<file path="config.mk">
export PLATFORM = sky130hd
export DESIGN_NAME = v810_ibuf
export DESIGN_NICKNAME = d
export VERILOG_FILES = /design/src/rtl/v810_ibuf.sv
export SDC_FILE = /design/constraint.sdc
export NUM_CORES = 1
export LEC_CHECK = 0
export CORE_MARGIN = 4
export CORE_UTILIZATION = 50
export DETAILED_ROUTE_END_ITERATION = 8
export PLACE_DENSITY = 0.73
export SYNTH_ARGS = -nofsm -noshare
export SYNTH_HDL_FRONTEND = slang
export SYNTH_SLANG_ARGS = --single-unit
</file>
<file path="constraint.sdc">
create_clock -name CLK -period 15.4 [get_ports CLK]
set_input_delay 1.54 -clock CLK [delete_from_list [all_inputs] [get_ports CLK]]
set_output_delay 1.54 -clock CLK [all_outputs]
set_load 0.02 [all_outputs]
</file>
<file path="src/rtl/v810_ibuf.sv">
// v810_ibuf: V810 instruction prefetch buffer; streams aligned words from the MAU
// into a circular queue and serves aligned or straddling EU fetches from it.
module v810_ibuf #(
    parameter int DEPTH = 4
) (
    input  logic        CLK,
    input  logic        RES,
    input  logic        CE,
    input  logic [31:0] IA,
    input  logic        IREQ,
    output logic        IACK,
    output logic [31:0] ID,
    output logic [31:0] MIA,
    output logic        MIREQ,
    input  logic        MIACK,
    input  logic [31:0] MID
);
    localparam int AW = $clog2(DEPTH);
    localparam int CW = AW + 1;

    typedef enum logic [1:0] {IDLE, BUSY, STALE} state_t;

    state_t         state, state_n;
    logic           valid, valid_n, mireq_n;
    logic [29:0]    h, h_n, w, d, t_n;
    logic [CW-1:0]  c, c_n;
    logic [31:0]    mia_n;
    logic [31:0]    mem [DEPTH];
    logic [AW-1:0]  wi, wi1, ti;
    logic           flush, drop, wr, unused;

    assign unused = IA[0];
    assign w      = IA[31:2];
    assign d      = w - h;
    assign wi     = w[AW-1:0];
    assign wi1    = wi + 1'b1;
    assign ti     = h[AW-1:0] + c[AW-1:0];
    assign IACK   = IREQ && valid && (IA[1] ? ({1'b0, d} + 31'd1 < 31'(c)) : (d < 30'(c)));
    assign ID     = !IACK ? 32'd0 : IA[1] ? {mem[wi1][15:0], mem[wi][31:16]} : mem[wi];
    assign flush  = IREQ && (!valid || d > 30'(c));
    assign drop   = IREQ && valid && d != 30'd0 && d <= 30'(c);
    // A flush on the acknowledge edge discards the returning word.
    assign wr     = state == BUSY && MIACK && !flush;

    always_comb begin
        valid_n = valid | flush;
        h_n     = (flush || drop) ? w : h;
        c_n     = flush ? '0 : CW'(30'(c) - (drop ? d : 30'd0) + 30'(wr));
        t_n     = h_n + 30'(c_n);
        state_n = state;
        mireq_n = MIREQ;
        mia_n   = MIA;
        case (state)
            IDLE: if (valid_n && c_n < CW'(DEPTH)) begin
                state_n = BUSY;
                mireq_n = 1'b1;
                mia_n   = {t_n, 2'b00};
            end
            BUSY: if (MIACK) begin
                state_n = IDLE;
                mireq_n = 1'b0;
            end else if (flush) begin
                state_n = STALE;
            end
            STALE: if (MIACK) begin
                state_n = IDLE;
                mireq_n = 1'b0;
            end
            default: state_n = IDLE;
        endcase
    end

    always_ff @(posedge CLK or posedge RES) begin
        if (RES) begin
            state <= IDLE;
            valid <= 1'b0;
            h     <= '0;
            c     <= '0;
            MIREQ <= 1'b0;
            MIA   <= '0;
        end else if (CE) begin
            state <= state_n;
            valid <= valid_n;
            h     <= h_n;
            c     <= c_n;
            MIREQ <= mireq_n;
            MIA   <= mia_n;
        end
    end

    always_ff @(posedge CLK) begin
        if (CE && wr) mem[ti] <= MID;
    end
endmodule

</file>
---- Word-level counts from Yosys, hierarchy flattened ----
Memory sizes are Yosys's and may differ from the RTL's.
Index checks and enable logic that the tools add are counted.
word-level totals
  RAM bits ................................ 128
  input bits .............................. 69
  logic and storage cells ................. 62
  memories ................................ 1
  register bits ........................... 67
memory list
  memory  words  bits a word  rd ports  clocked after memory_dff  wr ports  RTL line  source
  mem     4      32           2         0                         1         28        logic [31:0] mem [DEPTH];
operators by class
  $lt $le $gt $ge ......................... 5
  bitwise logic cells ..................... 1
  $add $sub $neg .......................... 7
  eq/ne operators ......................... 6
  reductions and logical operators ........ 20
  muxes and demuxes ....................... 16
operator list
  cell                                                              number
  32-bit two-way mux                                                2
  30-bit by 1-bit adder with 31-bit output (second input constant)  1
  31-bit by 3-bit < comparator with 1-bit output                    1
  30-bit by 3-bit adder with 30-bit output                          1
  30-bit by 3-bit greater-than comparator with 1-bit output         1
  30-bit by 3-bit <= comparator with 1-bit output                   1
  30-bit by 3-bit < comparator with 1-bit output                    1
  30-bit two-way mux                                                1
  30-bit nonzero test                                               1
  30-bit subtractor                                                 1
  1-bit logical AND                                                 9
  2-bit two-way mux                                                 4
  4-bit AND reduction                                               2
  3-bit two-way mux                                                 2
  2-bit case mux with 3 select lines                                1
  1-bit two-way mux                                                 5
  2-bit inequality test (second input constant)                     2
  3-bit by 1-bit adder with 3-bit output                            1
  3-bit < comparator (second input constant)                        1
  3-bit inequality test (second input constant)                     1
  3-bit AND reduction                                               1
  3-bit subtractor                                                  1
  2-bit by 1-bit adder with 2-bit output (second input constant)    1
  2-bit adder                                                       1
  10 further kinds                                                  12

---- Depth between registers and ports, before layout ----
Gate-level depths: netlist of run 1.
  depth in word-level cells ............... 12
  depth in mapped cells ................... 30
  depth with buffers taken out ............ 28

---- Worst setup path before layout of run 1 ----
No wires, ideal clock.
  kind .................................... input to register
  from .................................... input IA[2]
  to ...................................... register MIA[27]
  setup time .............................. 134 ps
  stages on the path ...................... 30
  path buffers ............................ 2
  data arrival time ....................... 8466 ps
  path slack .............................. 6801 ps
  cell sequence ........................... buf_1 clkbuf_1 inv_1 ha_1 fa_1 nor2b_4 o31ai_2 a21o_1 a211oi_1 o21ai_0 nand4b_1 or3_1 or4_1 a21boi_2 nand2_1 ha_1 inv_1 ha_1 fa_1 xnor2_1 nand3_1 o22ai_1 ha_1 a21oi_1 nor3_1 nand2_1 mux2_4 nor4_1 mux2i_1 o211ai_1
between the ends
  longest elaborated chain between the ends .. 11
  elaborated cells between the ends (all ways) .. 21
  those cells by class .................... add/sub (4); order compare (3); mux (3); bitwise (1); reduce/logical (10)
RTL lines
  what                                                                                                     RTL line  source
  start, declared                                                                                          9         input logic [31:0] IA,
  30-bit subtractor *                                                                                      34        assign d = w - h;
  parallel branches: the longest is 6 deep, another holds 30-bit by 3-bit <= comparator with 1-bit output  n/a
  3-bit two-way mux *                                                                                      48        c_n = flush ? '0 : CW'(30'(c) - (drop ? d : 30'd0) + 30'(wr));
  named net c_n[2]                                                                                         26        logic [CW-1:0] c, c_n;
  parallel branches: the longest is 3 deep, another holds 30-bit by 3-bit adder with 30-bit output         n/a
  end signal, assigned                                                                                     87        MIA <= mia_n;
  end, declared                                                                                            13        output logic [31:0] MIA,
Mark *: on every way through the listed nets, which the timed path passes.
A chain may end at the register's enable or synchronous reset.

---- Worst setup path in the final report of run 1 ----
  from .................................... input IA[2]
  to ...................................... register MIA[24]
Same word-level chain as after synthesis.

==> reports/qor.yml, run 1 <==
outcome:
  status: "finished, final reports clean"
sta:
  whs_ns: 0.480
  timing.setup.tns_ns: 0
  fmax_mhz: 106
  finalHoldViolations: 0
  rsz0062_at_grt: "false"
  slew-limit-headroom_pct: 12.9
  maxSlewViolCount: 0
  clock_skew_ns: 0.0164
  min_period_ns: 9.42
  fin_crit_sh_pct: 61.2
  setup_viol: 0
  worst_pin_slew_ns: 1.27
placed_design:
  hpwl_um: 24600
  place_inst: 1640
  port_buffers: 131
  place_congestion: 0.937
final_layout:
  area_growth_pct: 16.3
  drive_gt1_share_pct: 15.2
  antennaDiodeCount: 0
  utilization_pct: 59.1
  stdcell_count: 1672
  design.final.nets: 1444
die:
  die_w_um: 171
  std_cell_rows: 59
  core-area_um2: 26100
  start_util_pct: 50.8
  die-area_um2: 29200
  die_y_um: 171
  io_pins: 135
synth:
  yosysSeqAreaShare_pct: 41.5
  synth-simple-area-share_pct: 18.1
  synth_compound_area_share_pct: 12.6
  async_flop_share_pct: 34.4
  synth_top_area_cell: "edfxtp_1"
  synthFlopType: "edfxtp_1"
  muxShareOfSynthArea_pct: 15.0
  synthAdderAreaFrac_pct: 4.97
  synth_cell_types: 98
  ys_ff_latch: 195
  synth_common_cells: "128 x edfxtp_1, 112 x nand2_1, 67 x dfrtp_1"
  synth.most_common_cell: "edfxtp_1"
  synth-edff-count: 128
  synthesis.area_um2: 13300
  synth-xor-area-share_pct: 3.95
  syn_inst: 1220
  avgSynthCellArea_um2: 10.9
  synth_area_leaders: "edfxtp_1 29%, dfrtp_1 13%, mux4_2 8.1%"
  synth_top_family_by_area: "simple AND/OR/NAND/NOR gates"
  yosysTopAreaCellShare_pct: 28.9
  yosysWarnings: 0
setup_path:
  max_stage_delay_ns: 0.62
  cpMostUsedCell: "ha_1"
  cp.arrival_ns: 9.74
  critPathSlowestCell: "or4_1"
  worst_setup_path_start_kind: "input port"
  worst_ep_required_time_ns: 15.72
  critPathMaxFanout: 49
  path_class: "input port to flip-flop"
  cp-end-kind: "flip-flop"
  rr_startpoint: "h[0]"
  reg2reg_slack_ns: 7.43
  r2r-end: "MIA[24]"
  rr_worst_depth: 28
route:
  drt-total-wl_um: 34500
  wire_per_inst_um: 20.6
  avgViaCountPerCell: 6.18
  route.detailed.drc: 0
  routed-via-count: 10300
  drt_first_iter_violations: 813
  ant_nets: 0
  firstDrtPassIters: 5
global_route:
  use_met3_pct: 4.11
  grt_busiest_layer: "met2"
  grt.overflow.total: 0
  antenna_found_initial: 1
  grt_pass1_wl_um: 54800
  grt_max_degree: 68
  use_met1_pct: 31.3
  grt_use_met2_pct: 39.8
  track_usage_pct: 23.6
  first_global_vias: 10100
cts:
  post_cts_buffers: 0
  cts.clk_slew.worst_paths_ns: 0.07
  postCtsHoldBufs: 0
  cts_htree_levels: 4
  cts.sinks: 195
  root_buffer: "clkbuf_16"
  cts_tree: "done"
  cts_resized: 0
  cts_buffers: 17
  ctsLongestPathBuffers: 2
  clk_latency_ns: 0.45
min_path:
  hold_start: "MIA[15]"
  holdPathStages: 2
  min_to: "MIA[15]"
  hold_path_class: "flip-flop to flip-flop"
power_and_ir_drop:
  p_per_area_nw_per_um2: 117
  fin_total_pwr_mw: 1.81
  p_leak_nw: 5.65
  ir_drop_uv: 68.7
run:
  cap_viol_max_count: 0
-- worst max-delay path: cells and delay by family --
family	cells	cell delay (ns)
buffers and inverters	5	1.05
adders and majority gates	6	1.90
muxes	1	0.49
AOI/OAI and AO/OA	8	2.18
and+or+nand+nor	9	2.09
xor gates and xnor gates	2	0.47
-- cell families (layout without fill, tap and decap cells) --
family	after synthesis	after routing
DFF	195	195
muxes	134	134
adders and majority gates	51	51
AOI/OAI and AO/OA	245	245
buffers and inverters	113	229
other	1	2
and+or+nand+nor	421	421
xor gates and xnor gates	60	60
-- registers in the layout (all words and copies together), names as in the netlist --
register and flops:
MIA 30, state 2, c 3, MIREQ 1, valid 1, mem 128, h 30
-- through the flow --
step	cell area (um^2)	worst slack [ns]
3_3_place_gp	14800	5.77
6_report	15400	5.98
5_1_grt	15400	5.42
2_1_floorplan	13300	6.80
4_1_cts	15400	6.07
3_5_place_dp	14800	5.61
-- how the worst max path moves through the flow --
stage	start	end	slack, ns	cells after the start
finish	IA[2]	MIA[24]	5.98	31
global route	IA[2]	MIA[24]	5.42	31
CTS	IA[2]	MIA[24]	6.07	31
detailed placement	IA[2]	MIA[23]	5.61	31
global placement	IA[2]	MIA[24]	5.77	31
floorplan	IA[2]	MIA[27]	6.80	30
-- cell type report --
| class | instances | area, um^2 |
|---|---|---|
| fill | 2163 | 10700 |
| multi-input combinational | 913 | 7300 |
| sequential | 195 | 5520 |
| timing repair buffer | 144 | 1390 |
| clock buffer | 17 | 425 |
| tap | 335 | 419 |
| inverter | 53 | 199 |
| clock inverter | 15 | 190 |
-- metal layers --
metal	vias up	part of all wire [%]	routed length [um]
met5	-	0.038	13
met4	2	2.6	897
met3	51	5.8	1990
met2	348	49	17000
met1	5062	42	14600
li1	4870	-	-
-- where the power goes --
group | switching (mW) | total [mW] | internal [mW] | leakage [nW]
logic | 0.403 | 0.676 | 0.273 | 3.38
clock network | 0.242 | 0.468 | 0.225 | 0.302
registers | 0.0440 | 0.666 | 0.622 | 1.96
-- placed cells by master, fill, tap and decap left out, types with 7 or more instances in the layout --
cell,count
mux2_2,28
ha_1,48
o211ai_1,11
a21oi_1,48
nand4_1,29
nand3_1,31
nand2_1,111
and2_1,13
buf_4,13
or3_1,16
nor2b_1,10
xor2_1,20
nand2b_1,7
a31oi_1,13
and3_1,13
edfxtp_1,128
inv_8,7
and4_1,9
a21o_1,10
mux2i_1,54
o21ai_1,13
nor3_2,32
nor4_1,15
o21a_1,9
mux4_2,48
nor3_1,20
clkbuf_16,17
xnor2_1,40
inv_1,52
dfrtp_1,67
o221ai_1,7
clkdlybuf4s50_1,128
nor2_1,62
o21ai_0,59
(Power assumes the default switching activity.)
==> run 2: changes to the inputs <==
Settings changed: PLACE_DENSITY 0.73 to 0.75.
Clock period 15.4 ns to 8.3 ns, I/O delays scaled along.
==> reports/qor.yml, run 2 (same netlist as run 1, synthesis figures left out) <==
global_route:
  track_usage_pct: 24.8  # +1.2 points
  grt_pass1_wl_um: 57400  # +4.8%
  grt_max_degree: 68  # unchanged
  first_global_vias: 10600  # +4.2%
  grt.overflow.total: 0  # unchanged
  antenna_found_initial: 1  # unchanged
sta:
  fin_crit_sh_pct: 96.1
  min_period_ns: 7.97
  finalHoldViolations: 0  # unchanged
  maxSlewViolCount: 0  # unchanged
  setup_viol: 0  # unchanged
  timing.setup.tns_ns: 0  # unchanged
  slew-limit-headroom_pct: 22.7  # +9.8 points
  fmax_mhz: 125
  worst_pin_slew_ns: 1.13  # -0.142 ns
  clock_skew_ns: 0.0161  # -0.000273 ns
  worst_slack_ns: 0.326  # -5.65 ns
  rsz0062_at_grt: "false"
cts:
  root_buffer: "clkbuf_16"
  cts.sinks: 195  # unchanged
  postCtsHoldBufs: 0  # unchanged
  cts_buffers: 17  # unchanged
  clk_latency_ns: 0.44  # about the same
  cts_tree: "done"
  ctsLongestPathBuffers: 2  # unchanged
  cts.clk_slew.worst_paths_ns: 0.09  # +0.02 ns
  cts_htree_levels: 4  # unchanged
setup_path:
  path_class: "input port to flip-flop"
  cp-end-kind: "flip-flop"
  cp.arrival_ns: 8.28  # -1.46 ns
  critPathSlowestCell: "or4_1"
  worst_ep_required_time_ns: 8.60  # -7.12 ns
  worst_setup_path_start_kind: "input port"
  cpMostUsedCell: "ha_1"
  max_stage_delay_ns: 0.63  # about the same
  critPathMaxFanout: 9  # -82%
power_and_ir_drop:
  pwr-share-seq_pct: 35.6  # -1.2 points
  ir_drop_uv: 147  # +110%
  p_int_mw: 2.15  # +92%
  switching_power_mw: 1.32  # +91%
  swShare_pct: 38.0  # -0.15 points
  p_per_area_nw_per_um2: 220  # +88%
  p_leak_nw: 5.80  # +2.8%
  combPwrFrac_pct: 37.9  # +0.5 points
  fin_total_pwr_mw: 3.47  # +91%
  clkPwrFrac_pct: 26.5  # +0.7 points
final_layout:
  reg_top3: "mem x128, MIA x30, h x30"
  regMostFlops: "mem"
  fin_area_um2: 15700  # +1.9%
  area_growth_pct: 18.5
  most-common-layout-cells: "128 x clkdlybuf4s50_1, 128 x edfxtp_1, 111 x nand2_1"
  antennaDiodeCount: 0  # unchanged
  drive_gt1_share_pct: 17.3  # +2.2 points
  nFillCells: 2174  # +0.51%
  largest_reg_flops: 128  # unchanged
  design.final.nets: 1473  # +2.0%
route:
  route.detailed.drc: 0  # unchanged
  drt-total-wl_um: 36200  # +5.0%
  wire_per_inst_um: 21.3  # +3.2%
  ant_nets: 0  # unchanged
  routed-via-count: 10700  # +3.4%
  drt_first_iter_violations: 1007  # +24%
  firstDrtPassIters: 5  # unchanged
  avgViaCountPerCell: 6.28  # +1.6%
die:
  die_y_um: 171  # unchanged
  die_w_um: 171  # unchanged
  io_pins: 135  # unchanged
  start_util_pct: 50.8  # unchanged
  std_cell_rows: 59  # unchanged
  die-area_um2: 29200  # unchanged
  core-area_um2: 26100  # unchanged
placed_design:
  post_dp_cell_area_um2: 15100  # +1.5%
  pre_cts_slack_ns: 0.0310  # -5.58 ns
  place_congestion: 0.981  # +4.7%
  hpwl_um: 26200  # +6.7%
  port_buffers: 131  # unchanged
outcome:
  status: "finished, final reports clean"
run:
  cap_viol_max_count: 0  # unchanged
min_path:
  hold_path_class: "flip-flop to flip-flop"
==> run 2: final timing paths <==
path	startpoint	end	slack, ns	cells past startpoint
worst max-delay path	IA[8]	MIA[29]	0.33	27
worst min-delay path	MIA[14]	MIA[14]	0.48	2
worst max register to register	h[0]	MIA[29]	0.72	27
worst min register to register	MIA[14]	MIA[14]	0.48	2
max in group asynchronous	RES	MIREQ	6.67	3
min in group asynchronous	RES	MIA[19]	1.01	3
==> run 2: layer usage <==
layer / share of wire (%) / track usage, %
met1: 42 / 33.4
met2: 48 / 41.0
met3: 7.0 / 4.27
met4: 2.9 / 8.03
met5: 0.019 / 0
==> run 2: metrics by stage <==
| stage | instances | hold WS, ns | util, % |
|---|---|---|---|
| after floorplan | 1221 | 0.463 | - |
| after global placement | 1669 | 0.462 | 57.6 |
| after detailed placement | 1669 | 0.469 | 57.6 |
| after CTS | 1701 | 0.488 | 60.1 |
| after global routing | 1701 | 0.509 | 60.2 |
| final | 1701 | 0.482 | 60.2 |
==> run 2: power by group through the flow <==
stage                     clock (mW)  combinational, mW  sequential (mW)
after floorplan                    0              0.752             1.32
after global placement             0               1.26             1.25
after detailed placement           0               1.29             1.26
after CTS                      0.930               1.30             1.24
after global routing           0.973               1.43             1.25
final                          0.918               1.31             1.24
==> run 2: area by class of cell <==
cell class                      instances  area, um^2  area share, %
Sequential cell                       195        5520           35.1
Clock inverter                         15         234           1.49
Timing Repair Buffer                  173        1610           10.2
Tap cell                              335         419           2.66
Multi-Input combinational cell        913        7330           46.6
Clock buffer                           17         425           2.70
Inverter                               53         199           1.26
==> run 2: worst max-delay path: cells and delay by family <==
family	cells	cell delay [ns]
buffers and inverters	2	0.53
XOR/XNOR	2	0.51
multiplexers	1	0.34
adder cells (fa/ha/maj)	5	1.47
AO/OA/AOI/OAI	8	2.14
AND/OR/NAND/NOR	9	2.45
==> run 2: timing repair <==
action	CTS	global route
setup buffers	0	0
endpoints found under the setup margin	0	11
resized for setup	0	6
